===== src/rtl/ring_delay_meter_if.sv =====
// ---------------------------------------------------------------------------
// ring_delay_meter_if
//   Control/result bundle between the logic-analyser registers (master) and
//   ring_delay_meter (slave).
//   start          : one-cycle measurement request
//   window_cycles  : measurement window length in clock cycles
//   settle_cycles  : ring warm-up time before the window opens
//   result_ack     : consumer acknowledge of a presented result
//   busy           : meter is not idle
//   result         : ticks counted during the window (mod 2^CW)
//   result_valid   : result is presented and held stable
// ---------------------------------------------------------------------------
interface ring_delay_meter_if #(
    parameter int CW = 16,
    parameter int WW = 16,
    parameter int SW = 8
);
    logic          start;
    logic [WW-1:0] window_cycles;
    logic [SW-1:0] settle_cycles;
    logic          result_ack;
    logic          busy;
    logic [CW-1:0] result;
    logic          result_valid;

    modport master (
        output start, window_cycles, settle_cycles, result_ack,
        input  busy, result, result_valid
    );

    modport slave (
        input  start, window_cycles, settle_cycles, result_ack,
        output busy, result, result_valid
    );
endinterface


===== src/rtl/ring_delay_meter.sv =====
// ---------------------------------------------------------------------------
// ring_delay_meter
//   Enables the adder ring oscillator, synchronises its Gray-coded tick
//   counter into wb_clk_i and counts ticks over a programmable window.
//   The tick count is returned through a valid/ack handshake.
// Ports:
//   wb_clk_i        : system clock, rising edge
//   wb_rst_i        : synchronous active-high reset
//   lab             : control/result bundle (slave side)
//   ring_count_gray : Gray-coded ring tick counter, asynchronous domain
//   ring_en         : ring oscillator enable
// ---------------------------------------------------------------------------
module ring_delay_meter #(
    parameter int CW = 16,
    parameter int WW = 16,
    parameter int SW = 8
) (
    input  logic                wb_clk_i,
    input  logic                wb_rst_i,
    ring_delay_meter_if.slave   lab,
    input  logic [CW-1:0]       ring_count_gray,
    output logic                ring_en
);

    localparam logic [1:0] IDLE    = 2'd0;
    localparam logic [1:0] SETTLE  = 2'd1;
    localparam logic [1:0] MEASURE = 2'd2;
    localparam logic [1:0] DONE    = 2'd3;

    // Shared phase counter must hold both settle+1 and window-1.
    localparam int CNTW = (WW > SW + 2) ? WW : SW + 2;

    logic [1:0]      state_q, state_d;
    logic [CNTW-1:0] cnt_q, cnt_d;
    logic [WW-1:0]   win_q, win_d;
    logic [SW-1:0]   set_q, set_d;
    logic [CW-1:0]   start_val_q, start_val_d;
    logic [CW-1:0]   result_q, result_d;
    logic            valid_q, valid_d;
    logic            ring_en_q, ring_en_d;
    logic [CW-1:0]   sync1_q, sync2_q;
    logic [CW-1:0]   sync_bin;
    logic [CNTW-1:0] settle_last, win_last;

    // Gray to binary: each binary bit is the XOR of all Gray bits at or above it.
    always_comb begin
        sync_bin = '0;
        for (int i = 0; i < CW; i++) begin
            sync_bin[i] = ^(sync2_q >> i);
        end
    end

    // SETTLE lasts settle+2 cycles so the window opens on a fully synchronised value.
    assign settle_last = CNTW'(set_q) + CNTW'(1);
    assign win_last    = CNTW'(win_q) - CNTW'(1);

    always_comb begin
        state_d     = state_q;
        cnt_d       = cnt_q;
        win_d       = win_q;
        set_d       = set_q;
        start_val_d = start_val_q;
        result_d    = result_q;
        valid_d     = valid_q;
        case (state_q)
            IDLE: begin
                if (lab.start) begin
                    // A zero window still measures for one cycle.
                    win_d   = (lab.window_cycles == '0) ? WW'(1) : lab.window_cycles;
                    set_d   = lab.settle_cycles;
                    cnt_d   = '0;
                    state_d = SETTLE;
                end
            end
            SETTLE: begin
                if (cnt_q == settle_last) begin
                    start_val_d = sync_bin;
                    cnt_d       = '0;
                    state_d     = MEASURE;
                end else begin
                    cnt_d = cnt_q + CNTW'(1);
                end
            end
            MEASURE: begin
                if (cnt_q == win_last) begin
                    // Modular difference handles a single counter wrap.
                    result_d = sync_bin - start_val_q;
                    valid_d  = 1'b1;
                    cnt_d    = '0;
                    state_d  = DONE;
                end else begin
                    cnt_d = cnt_q + CNTW'(1);
                end
            end
            DONE: begin
                if (lab.result_ack) begin
                    valid_d = 1'b0;
                    state_d = IDLE;
                end
            end
            default: state_d = IDLE;
        endcase
        ring_en_d = (state_d == SETTLE) || (state_d == MEASURE);
    end

    always_ff @(posedge wb_clk_i) begin
        if (wb_rst_i) begin
            state_q     <= IDLE;
            cnt_q       <= '0;
            win_q       <= '0;
            set_q       <= '0;
            start_val_q <= '0;
            result_q    <= '0;
            valid_q     <= 1'b0;
            ring_en_q   <= 1'b0;
            sync1_q     <= '0;
            sync2_q     <= '0;
        end else begin
            state_q     <= state_d;
            cnt_q       <= cnt_d;
            win_q       <= win_d;
            set_q       <= set_d;
            start_val_q <= start_val_d;
            result_q    <= result_d;
            valid_q     <= valid_d;
            ring_en_q   <= ring_en_d;
            sync1_q     <= ring_count_gray;
            sync2_q     <= sync1_q;
        end
    end

    assign ring_en          = ring_en_q;
    assign lab.busy         = (state_q != IDLE);
    assign lab.result       = result_q;
    assign lab.result_valid = valid_q;

endmodule


===== src/flat_wrapper.sv =====
// flat-port wrapper written by rule: the top's interface ports become plain ports
module ring_delay_meter_flat 
#(
    parameter int CW = 16,
    parameter int WW = 16,
    parameter int SW = 8
)
  (wb_clk_i, wb_rst_i, ring_count_gray, ring_en, lab_start, lab_window_cycles, lab_settle_cycles, lab_result_ack, lab_busy, lab_result, lab_result_valid);
  ring_delay_meter_if #(.CW(CW), .WW(WW), .SW(SW)) lab_i ();
  input  logic wb_clk_i;
  input  logic wb_rst_i;
  input  logic [CW-1:0] ring_count_gray;
  output logic ring_en;
  input wire logic [$bits(lab_i.start)-1:0] lab_start;
  input wire logic [$bits(lab_i.window_cycles)-1:0] lab_window_cycles;
  input wire logic [$bits(lab_i.settle_cycles)-1:0] lab_settle_cycles;
  input wire logic [$bits(lab_i.result_ack)-1:0] lab_result_ack;
  output wire logic [$bits(lab_i.busy)-1:0] lab_busy;
  output wire logic [$bits(lab_i.result)-1:0] lab_result;
  output wire logic [$bits(lab_i.result_valid)-1:0] lab_result_valid;
  assign lab_i.start = lab_start;
  assign lab_i.window_cycles = lab_window_cycles;
  assign lab_i.settle_cycles = lab_settle_cycles;
  assign lab_i.result_ack = lab_result_ack;
  assign lab_busy = lab_i.busy;
  assign lab_result = lab_i.result;
  assign lab_result_valid = lab_i.result_valid;
  ring_delay_meter #(.CW(CW), .WW(WW), .SW(SW)) u_core (.wb_clk_i(wb_clk_i), .wb_rst_i(wb_rst_i), .lab(lab_i), .ring_count_gray(ring_count_gray), .ring_en(ring_en));
endmodule

===== config.mk =====
export PLATFORM = sky130hd
export DESIGN_NAME = ring_delay_meter_flat
export DESIGN_NICKNAME = d
export VERILOG_FILES = /design/src/rtl/ring_delay_meter_if.sv /design/src/rtl/ring_delay_meter.sv /design/src/flat_wrapper.sv
export SDC_FILE = /design/constraint.sdc
export NUM_CORES = 1
export LEC_CHECK = 0
export BUFFER_PORTS_ARGS = -buffer_cell sky130_fd_sc_hd__buf_4
export CAP_MARGIN = 20
export CORE_ASPECT_RATIO = 1.4
export CORE_MARGIN = 5
export CORE_UTILIZATION = 27
export DETAILED_ROUTE_END_ITERATION = 16
export HOLD_SLACK_MARGIN = 0.03
export PLACE_DENSITY = 0.46
export SLEW_MARGIN = 25
export SYNTH_ARGS = -nofsm -noshare
export SYNTH_HDL_FRONTEND = slang
export SYNTH_SLANG_ARGS = --single-unit

===== constraint.sdc =====
create_clock -name wb_clk_i -period 4.92 [get_ports wb_clk_i]
set_clock_uncertainty 0.05 [all_clocks]
set_input_delay 0.984 -clock wb_clk_i [delete_from_list [all_inputs] [get_ports wb_clk_i]]
set_output_delay 0.984 -clock wb_clk_i [all_outputs]
set_load 0.02 [all_outputs]

-- Yosys cells after proc, flatten, opt, wreduce, memory -nomap -nowiden
Index checks and enable logic that the tools add are counted.
W data, S select, Z words.
- register bits: 108
- output and inout port bits: 19
- word-level logic and storage cells: 64
- $add $sub $neg: 4
- equal/unequal tests: 10
- muxes and demuxes: 13
- reduce and logical (&&, ||, !) cells: 27
- operators with widths (kind ; number):
    $reduce_xor A16 Y1 ; 16
    $mux W16 ; 4
    $pmux W16 S3 ; 1
    $eq A16 B16 Y1 ; 2
    $add A16 B1 Y16 const B ; 1
    $logic_not A16 Y1 ; 1
    $sub A16 B1 Y16 const B ; 1
    $sub A16 B16 Y16 ; 1
    $add A8 B1 Y9 const B ; 1
    $mux W2 ; 4
    $pmux W2 S4 ; 1
    $reduce_and A2 Y1 ; 4
    $eq A2 B2 Y1 const B ; 3
    $eq A2 B1 Y1 const B ; 2
    $ne A2 B2 Y1 const B ; 2
    $reduce_bool A2 Y1 ; 2
    $reduce_and A3 Y1 ; 1
    $reduce_bool A3 Y1 ; 1
    $logic_not A2 Y1 ; 1
    $mux W1 ; 2
    $ne A2 B1 Y1 const B ; 1
    $pmux W1 S2 ; 1
    $logic_or A1 B1 Y1 ; 1

-- Depth between registers and ports, before layout
Gate-level depths: netlist (run 1).
- word-level depth: 6
- depth in mapped cells: 20

-- Worst setup path after synthesis (run 1)
No wires, ideal clock.
- path kind: register to register
- start: reg u_core.sync2_q[15]
- end: reg u_core.result_q[14] (netlist: u_core.lab.result[14])
- setup time: 128 ps
- arrival: 4048 ps
- data required time: 4742 ps
- setup slack: 695 ps
- cell stages (with the launch flop): 20
- clock period less this slack: 4225 ps
- cell sequence: dfxtp_1 xor2_1 xnor2_2 xor2_1 inv_1 xnor2_2 xor2_1 xnor2_1 ha_1 inv_1 fa_1 a21oi_1 o21ai_0 a31oi_1 o21ai_0 o41ai_1 o21ai_0 xor2_1 mux2i_1 nor2_1
- cells in the longest elaborated chain, start to end: 2
- elaborated cells between the ends (all ways): 16
- ends and longest elaborated chain (item ; RTL line ; text):
    from (decl) ; ring_delay_meter.sv:41 ; logic [CW-1:0] sync1_q, sync2_q;
    from (signal assigned) ; ring_delay_meter.sv:128 ; sync2_q <= sync1_q;
    $reduce_xor A16 Y1 ; ring_delay_meter.sv:49 ; sync_bin[i] = ^(sync2_q >> i);
    net u_core.sync_bin[14] ; ring_delay_meter.sv:42 ; logic [CW-1:0] sync_bin;
    $sub A16 B16 Y16 ; ring_delay_meter.sv:87 ; result_d = sync_bin - start_val_q;
    to (signal assigned) ; ring_delay_meter.sv:124 ; result_q <= result_d;
    to (decl) ; ring_delay_meter.sv:38 ; logic [CW-1:0] result_q, result_d;
The timed path passes the listed nets, and every way through them passes these cells.
A chain may end at the register's enable or synchronous reset.

-- Worst setup path after layout (run 1)
Ends and elaborated chain as after synthesis.

==> results.md, run 1 <==
* Hold Path Class: reg2reg
* VDD IR max at about 0.18 mV
* Diodes inserted at 0
* Core area at between 20000 and 25000 um2
* TritonCTS Sinks at ~110
* Syn Inst Count at 671
* Sequential power share at around 40%
* Pwr dens at ~350 nW/um2
* WS Path Type: reg2reg
* Dpl ws at 0.180 ns
* Crit path DAT at around 4.6 ns
* Ratio of final minimum period to clock period at 90.5%
* Pwr Total at approximately 2.3 mW
* HPWL after detailed placement at around 11000 um
* Clk_lat worst skew at between 0.3 and 0.4 ns
* Root Buffer: clkbuf_16
* Largest family of logic cells by synthesized area: simple AND/OR/NAND/NOR gates
* DR vias at around 4600
* Average cell area after synthesis at ~8.6 um2
* Starting Density at 27.3%
* Starting DRC count in detailed routing at roughly 240
* Switching Share at between 30% and 40%
* Synth area leaders: dfxtp_1 (38%), xnor2_1 (6.1%), ha_1 (5.2%)
* Worst Path Required at 5.10 ns
* DRT Pass-1 Iters at 4
* Port-buffer cells at 62
* Share of cells above drive strength 1 at 14.1%
* Seq cells post-synth at between 100 and 150
* Vias in the first global route at 4534
* Vias per cell at approximately 4.7
* Die area at 24400 um2
* Syn nets at 740
* TritonCTS Buffers at 9
* Hold Path Cell Cnt at 1
* Status: complete, no violations
* GRT overflow at 0
* Syn. warnings at 0
* Die height at approximately 180 um
* GP Congestion at around 0.77
* DRC at 0
* Final net count at roughly 790
* Rows at 63
* Max-cap violations at 0
* Synth cell count leaders: dfxtp_1 (108), nand2_1 (79), nor2_1 (47), a21oi_1 (43), xnor2_1 (40)
* Critical Path Start Type: flip-flop
* Worst Setup End Kind: flip-flop
* Maximum clock path buffer count at 2
* Lkg Pwr at between 2 and 3 nW
* Post-synth top area cell: dfxtp_1
* Die width at around 130 um
* ANT nets after route at 0
* Drt total wl at between 10000 and 15000 um
* Worst R2R Path Depth at 19
* Finished Core Util at 32.0%
* Final Critical Period at between 4 and 5 ns
* Setup ws final at between 0.4 and 0.5 ns
* H-tree levels at 3
* Clk network pwr share at 31.3%
* Fmax at between 200 and 250 MHz
* I/O pin cnt at 63
* Switching pwr at 0.767 mW
* Synth Area in Compound Gates at around 15%
* Most frequent cell after synthesis: dfxtp_1
* Post-Syn Area at between 5000 and 6000 um2
* Post-route cell area at roughly 6800 um2
* Adder-cell share of the synthesized area at 5.56%
* Final TNS setup at 0 ns
* Final setup violation count at 0
* Placed cell area at about 6400 um2
* Largest net degree at the start of global routing at 78
* EDFF count, synth at 0
* Maximum fanout along the worst path at 4
* Slew of the pin with the lowest slew margin at 0.999 ns
* Reg clk slew, reported paths at roughly 0.080 ns
* Internal power at 1.58 mW
* Mux cell area share after synthesis at under 10%
* Netlist cell types at 67
* Power share of the combinational group at roughly 29%
* GRT Util Overall at a little under an eighth
* CTS tree: done
* Slew Limit Fails at 0
* Area share of the leading cell type in the synthesized netlist at a little under two fifths
* Synth Area in XOR/XNOR at about 10%
* Synth Area in Simple Gates at 21.9%
* RSZ-0062 raised after global routing: false
* Antenna violations before repair at 0
* Async SR Flop Fraction at 0%
* Final hold vios at 0
* Register area share after synthesis at 37.6%
* Rel. slew slack at roughly a third
* Main synth FF type: dfxtp_1
* Fillers at 2257
* First-pass GRT wire length at 23100 um
* DR WL/cell at roughly 14 um
* Layout area overhead at 17.5%
-- repair_timing --
item,CTS,global route
gates resized for setup,0,2
setup endpoints to repair,0,2
hold buffers,0,0
setup buffers,0,0
-- worst max-delay path: stages, from the launching register on --
cell and delay (ns):
dfxtp_1 0.41, xor2_2 0.30, xnor2_2 0.21, xor2_1 0.32, inv_1 0.14, xnor2_2 0.24
xor2_1 0.24, xnor2_1 0.19, ha_1 0.19, inv_1 0.06, fa_1 0.40, a21oi_1 0.19
o21ai_0 0.15, a31oi_1 0.24, o21ai_0 0.19, o41ai_2 0.29, o21ai_0 0.17, xor2_1 0.15
mux2i_1 0.13, nor2_1 0.05
-- sequential cells by signal, summed over array words and instances (netlist names) --
| register | count |
|---|---|
| u_core.lab.result | 16 |
| u_core.cnt_q | 16 |
| u_core.start_val_q | 16 |
| u_core.state_q | 2 |
| u_core.lab.result_valid | 1 |
| u_core.set_q | 8 |
| u_core.win_q | 16 |
| u_core.ring_en | 1 |
| u_core.sync1_q | 16 |
| u_core.sync2_q | 16 |
-- routing by layer --
metal / share of wire (%) / global-route usage [%]
met1: 45 / 14.0
met2: 51 / 21.3
met3: 2.5 / 1.81
met4: 1.9 / 4.57
met5: 0 / 0
-- cell usage in the layout, fill, tap and decap left out, drive strengths merged, types with 3 or more instances in the layout --
| cell | n |
|---|---|
| dfxtp | 108 |
| nand2 | 80 |
| buf | 66 |
| nor2 | 48 |
| a21oi | 44 |
| xnor2 | 42 |
| o21ai | 38 |
| nor2b | 35 |
| inv | 34 |
| mux2i | 29 |
| ha | 24 |
| xor2 | 23 |
| a211oi | 14 |
| nor3 | 14 |
| nand3 | 13 |
| and3 | 12 |
| clkbuf | 10 |
| a31oi | 7 |
| nand4 | 6 |
| or3 | 6 |
| nor4 | 5 |
| and4 | 4 |
| or4 | 4 |
| a2111oi | 4 |
| a22o | 4 |
| a221oi | 3 |
| nand3b | 3 |
| o211ai | 3 |
| a211o | 3 |
| nand2b | 3 |
| a21o | 3 |
| clkinv | 3 |
-- logic make-up after synthesis --
group | after synthesis
AO/OA/AOI/OAI | 137
XOR/XNOR | 65
adder cells (fa/ha/maj) | 25
buffers and inverters | 62
flip-flops | 108
multiplexers | 30
AND/OR/NAND/NOR | 244
-- power by group through the flow --
| stage | Clock [mW] | Sequential (mW) | Combinational, mW |
|---|---|---|---|
| global placement | 0 | 0.957 | 0.675 |
| global route | 0.798 | 0.942 | 0.760 |
| CTS | 0.764 | 0.938 | 0.679 |
| floorplan | 0 | 0.949 | 0.512 |
| finish | 0.734 | 0.937 | 0.672 |
| detailed placement | 0 | 0.958 | 0.676 |
-- worst paths after layout --
path / endpoint / slack (ns) / start
hold / removal: u_core.sync2_q[12] / 0.39 / u_core.sync1_q[12]
setup reg to reg: u_core.lab.result[14] / 0.47 / u_core.sync2_q[15]
setup / recovery: u_core.lab.result[14] / 0.47 / u_core.sync2_q[15]
hold reg to reg: u_core.sync2_q[12] / 0.39 / u_core.sync1_q[12]
-- stage by stage --
| step | hold slack [ns] | std cells |
|---|---|---|
| 6_report | 0.390 | 982 |
| 5_1_grt | 0.405 | 982 |
| 4_1_cts | 0.392 | 982 |
| 3_5_place_dp | 0.373 | 966 |
| 3_3_place_gp | 0.373 | 966 |
| 2_1_floorplan | 0.364 | 671 |
-- final cells by class --
class	instances	area, um2	area share (%)
Sequential cell	108	2160	32.0
Multi-Input combinational cell	501	3360	49.7
Clock buffer	10	239	3.53
Clock inverter	6	62.6	0.925
Timing Repair Buffer	66	495	7.33
Inverter	31	116	1.72
Tap cell	260	325	4.81
(Power assumes the default switching activity.)
==> inputs of run 2 (changes only) <==
--- a/config.mk
+++ b/config.mk
@@ -9,10 +9,10 @@
 export CAP_MARGIN = 20
 export CORE_ASPECT_RATIO = 1.4
 export CORE_MARGIN = 5
-export CORE_UTILIZATION = 27
+export CORE_UTILIZATION = 30
 export DETAILED_ROUTE_END_ITERATION = 16
 export HOLD_SLACK_MARGIN = 0.03
-export PLACE_DENSITY = 0.46
+export PLACE_DENSITY = 0.49
 export SLEW_MARGIN = 25
 export SYNTH_ARGS = -nofsm -noshare
 export SYNTH_HDL_FRONTEND = slang
==> run 2 against run 1 <==
  * Critical path depth rose by 1
  * Routed wire length down 0.98%
  * Largest power group unchanged
  * Critical path type unchanged
  * Fmax increased by 1.1%
  * Final cell count down 0.92%
  * Register-to-register slack improved by 0.05 ns
==> results.md, run 2 (synthesized netlist as in run 1, its figures left out) <==
* Status: complete, no violations (unchanged)
* Share of cells above drive strength 1 at 14.3% (was 14.1%)
* Starting Density at 30.2% (was 27.3%)
* Switching pwr at 0.741 mW (was 0.767 mW)
* DRC at 0 (unchanged)
* Hold_sp: u_core.sync1_q[3] (was u_core.sync1_q[12])
* Lkg Pwr at 2.79 nW (about the same)
* First-pass GRT wire length at 22900 um (was 23100 um)
* Core area at 19100 um2 (was 21100 um2)
* HPWL after detailed placement at 10500 um (was 10600 um)
* Final TNS setup at 0 ns (unchanged)
* GP Congestion at 0.800 (was 0.769)
* Die area at 22100 um2 (was 24400 um2)
* Layout area overhead at 17.5% (about the same)
* Rows at 60 (was 63)
* Final Critical Period at 4.40 ns (was 4.45 ns)
* DRT Pass-1 Iters at 4 (unchanged)
* Critical Path Start Type: flip-flop (unchanged)
* Clk network pwr share at 30.4% (was 31.3%)
* Vias per cell at 4.87 (was 4.72)
* Hold WS at 0.385 ns (was 0.390 ns)
* Fmax at 227 MHz (was 225 MHz)
* GRT overflow at 0 (unchanged)
* Worst Setup End Kind: flip-flop (unchanged)
* Vias in the first global route at 4682 (was 4534)
* Fillers at 1992 (was 2257)
* Most common cell after layout, fill and taps aside: dfxtp_1 (unchanged)
* Internal power at 1.61 mW (was 1.58 mW)
* Switching Share at 31.5% (was 32.7%)
* Largest net degree at the start of global routing at 82 (was 78)
* Post-CTS Hold Fix Bufs at 0 (unchanged)
* TritonCTS Buffers at 9 (unchanged)
* Most frequent cells in the layout: dfxtp_1 (108), nand2_1 (79), buf_4 (69) (was dfxtp_1 (108), nand2_1 (78), buf_4 (66))
* Maximum fanout along the worst path at 4 (unchanged)
* Drt total wl at 13900 um (was 14000 um)
* Crit path DAT at 4.57 ns (was 4.63 ns)
* Starting DRC count in detailed routing at 196 (was 238)
* Root Buffer: clkbuf_16 (unchanged)
* Ratio of final minimum period to clock period at 89.5% (was 90.5%)
* Hold Path Class: reg2reg (unchanged)
* CTS tree: done (unchanged)
* VDD IR max at 0.154 mV (was 0.177 mV)
* Final net count at 789 (was 786)
* Maximum clock path buffer count at 2 (unchanged)
* ANT nets after route at 0 (unchanged)
* Power share of the combinational group at 29.7% (was 28.7%)
* Die height at 174 um (was 183 um)
* Worst r2r src: u_core.sync2_q[13] (was u_core.sync2_q[15])
* Final hold vios at 0 (unchanged)
* Diodes inserted at 0 (unchanged)
* Post-route cell area at 6770 um2 (was 6760 um2)
* Max-cap violations at 0 (unchanged)
* Pwr dens at 348 nW/um2 (was 347 nW/um2)
* GRT Util Overall at 12.6% (was 11.8%)
* Slew Limit Fails at 0 (unchanged)
* Slew of the pin with the lowest slew margin at 1.03 ns (was 0.999 ns)
* Clk_lat worst skew at 0.35 ns (was 0.36 ns)
* Worst Path Required at 5.08 ns (was 5.10 ns)
* RSZ-0062 raised after global routing: false (unchanged)
* WS Path Type: reg2reg (unchanged)
* Port-buffer cells at 62 (unchanged)
* I/O pin cnt at 63 (unchanged)
* Rel. slew slack at 30.9% (was 33.1%)
* Placed cell area at 6430 um2 (was 6440 um2)
* DR vias at 4735 (was 4637)
* TritonCTS Sinks at 108 (unchanged)
* H-tree levels at 3 (unchanged)
* Die width at 127 um (was 133 um)
* DR WL/cell at 14.3 um (about the same)
* Crit. Startpoint: u_core.sync2_q[13] (was u_core.sync2_q[15])
* Reg clk slew, reported paths at 0.07 ns (was 0.08 ns)
* Final setup violation count at 0 (unchanged)
* Sequential power share at 39.8% (was 40.0%)
* Antenna violations before repair at 0 (unchanged)
## run 2: cell types whose count changed in the layout (fill, tap and decap cells not counted), moves of 2 or more
cell,previous run,this run
clkinvlp_4,0,4
buf_4,66,69
clkinv_4,2,0
inv_6,2,0
## run 2: through the flow
step	std cells	total power [mW]	setup WS [ns]	util, %
2_1_floorplan	671	1.46	0.695	-
3_3_place_gp	954	1.62	0.289	33.7
3_5_place_dp	954	1.64	0.102	33.7
4_1_cts	970	2.37	0.101	35.2
5_1_grt	973	2.51	0.0418	35.5
6_report	973	2.35	0.519	35.5
## run 2: worst max-delay path, cell delays in order (launching register included)
cell	delay [ns]
dfxtp_1	0.32
xnor2_1	0.19
xnor2_1	0.13
xnor2_2	0.28
xor2_1	0.24
inv_1	0.12
xnor2_2	0.26
xor2_2	0.24
xnor2_1	0.18
ha_1	0.18
inv_1	0.06
fa_1	0.39
a21oi_1	0.21
o21ai_0	0.13
a31oi_1	0.25
o21ai_0	0.21
o41ai_2	0.27
o21ai_0	0.18
xor2_1	0.17
mux2i_1	0.13
nor2_1	0.05
## run 2: final timing paths
check                     endpoint  slack (ns)  cells after the start
min              u_core.sync2_q[3]        0.38                      1
min reg2reg      u_core.sync2_q[3]        0.38                      1
max          u_core.lab.result[14]        0.52                     20
max reg2reg  u_core.lab.result[14]        0.52                     20
## run 2: timing repair
action | 4_1_cts | 5_1_grt
setup endpoints to repair | 0 | 2
resized for setup | 0 | 3
setup buffers | 0 | 3
## run 2: metal layers
layer	vias to the layer above	GRT usage, %	routed length (um)
met5	-	0	0
met4	0	5.28	317
met3	19	1.91	397
met2	72	23.7	7650
met1	2221	13.9	5520
li1	2423	-	-
## run 2: power by group through the flow
stage	Clock, mW	Combinational [mW]	Sequential, mW
final	0.717	0.700	0.938
after detailed placement	0	0.679	0.958
after global routing	0.778	0.789	0.943
after floorplan	0	0.512	0.949
after CTS	0.748	0.683	0.937
after global placement	0	0.665	0.957
## run 2: area by class of cell
cell class,count,area [um2],share of cell area (%)
clock buffers,10,229,3.38
clock inverters,6,65.1,0.962
inverters,31,116,1.72
multi-input cells,501,3370,49.7
flip-flops and latches,108,2160,32.0
well taps,248,310,4.59
repair buffers,69,518,7.66
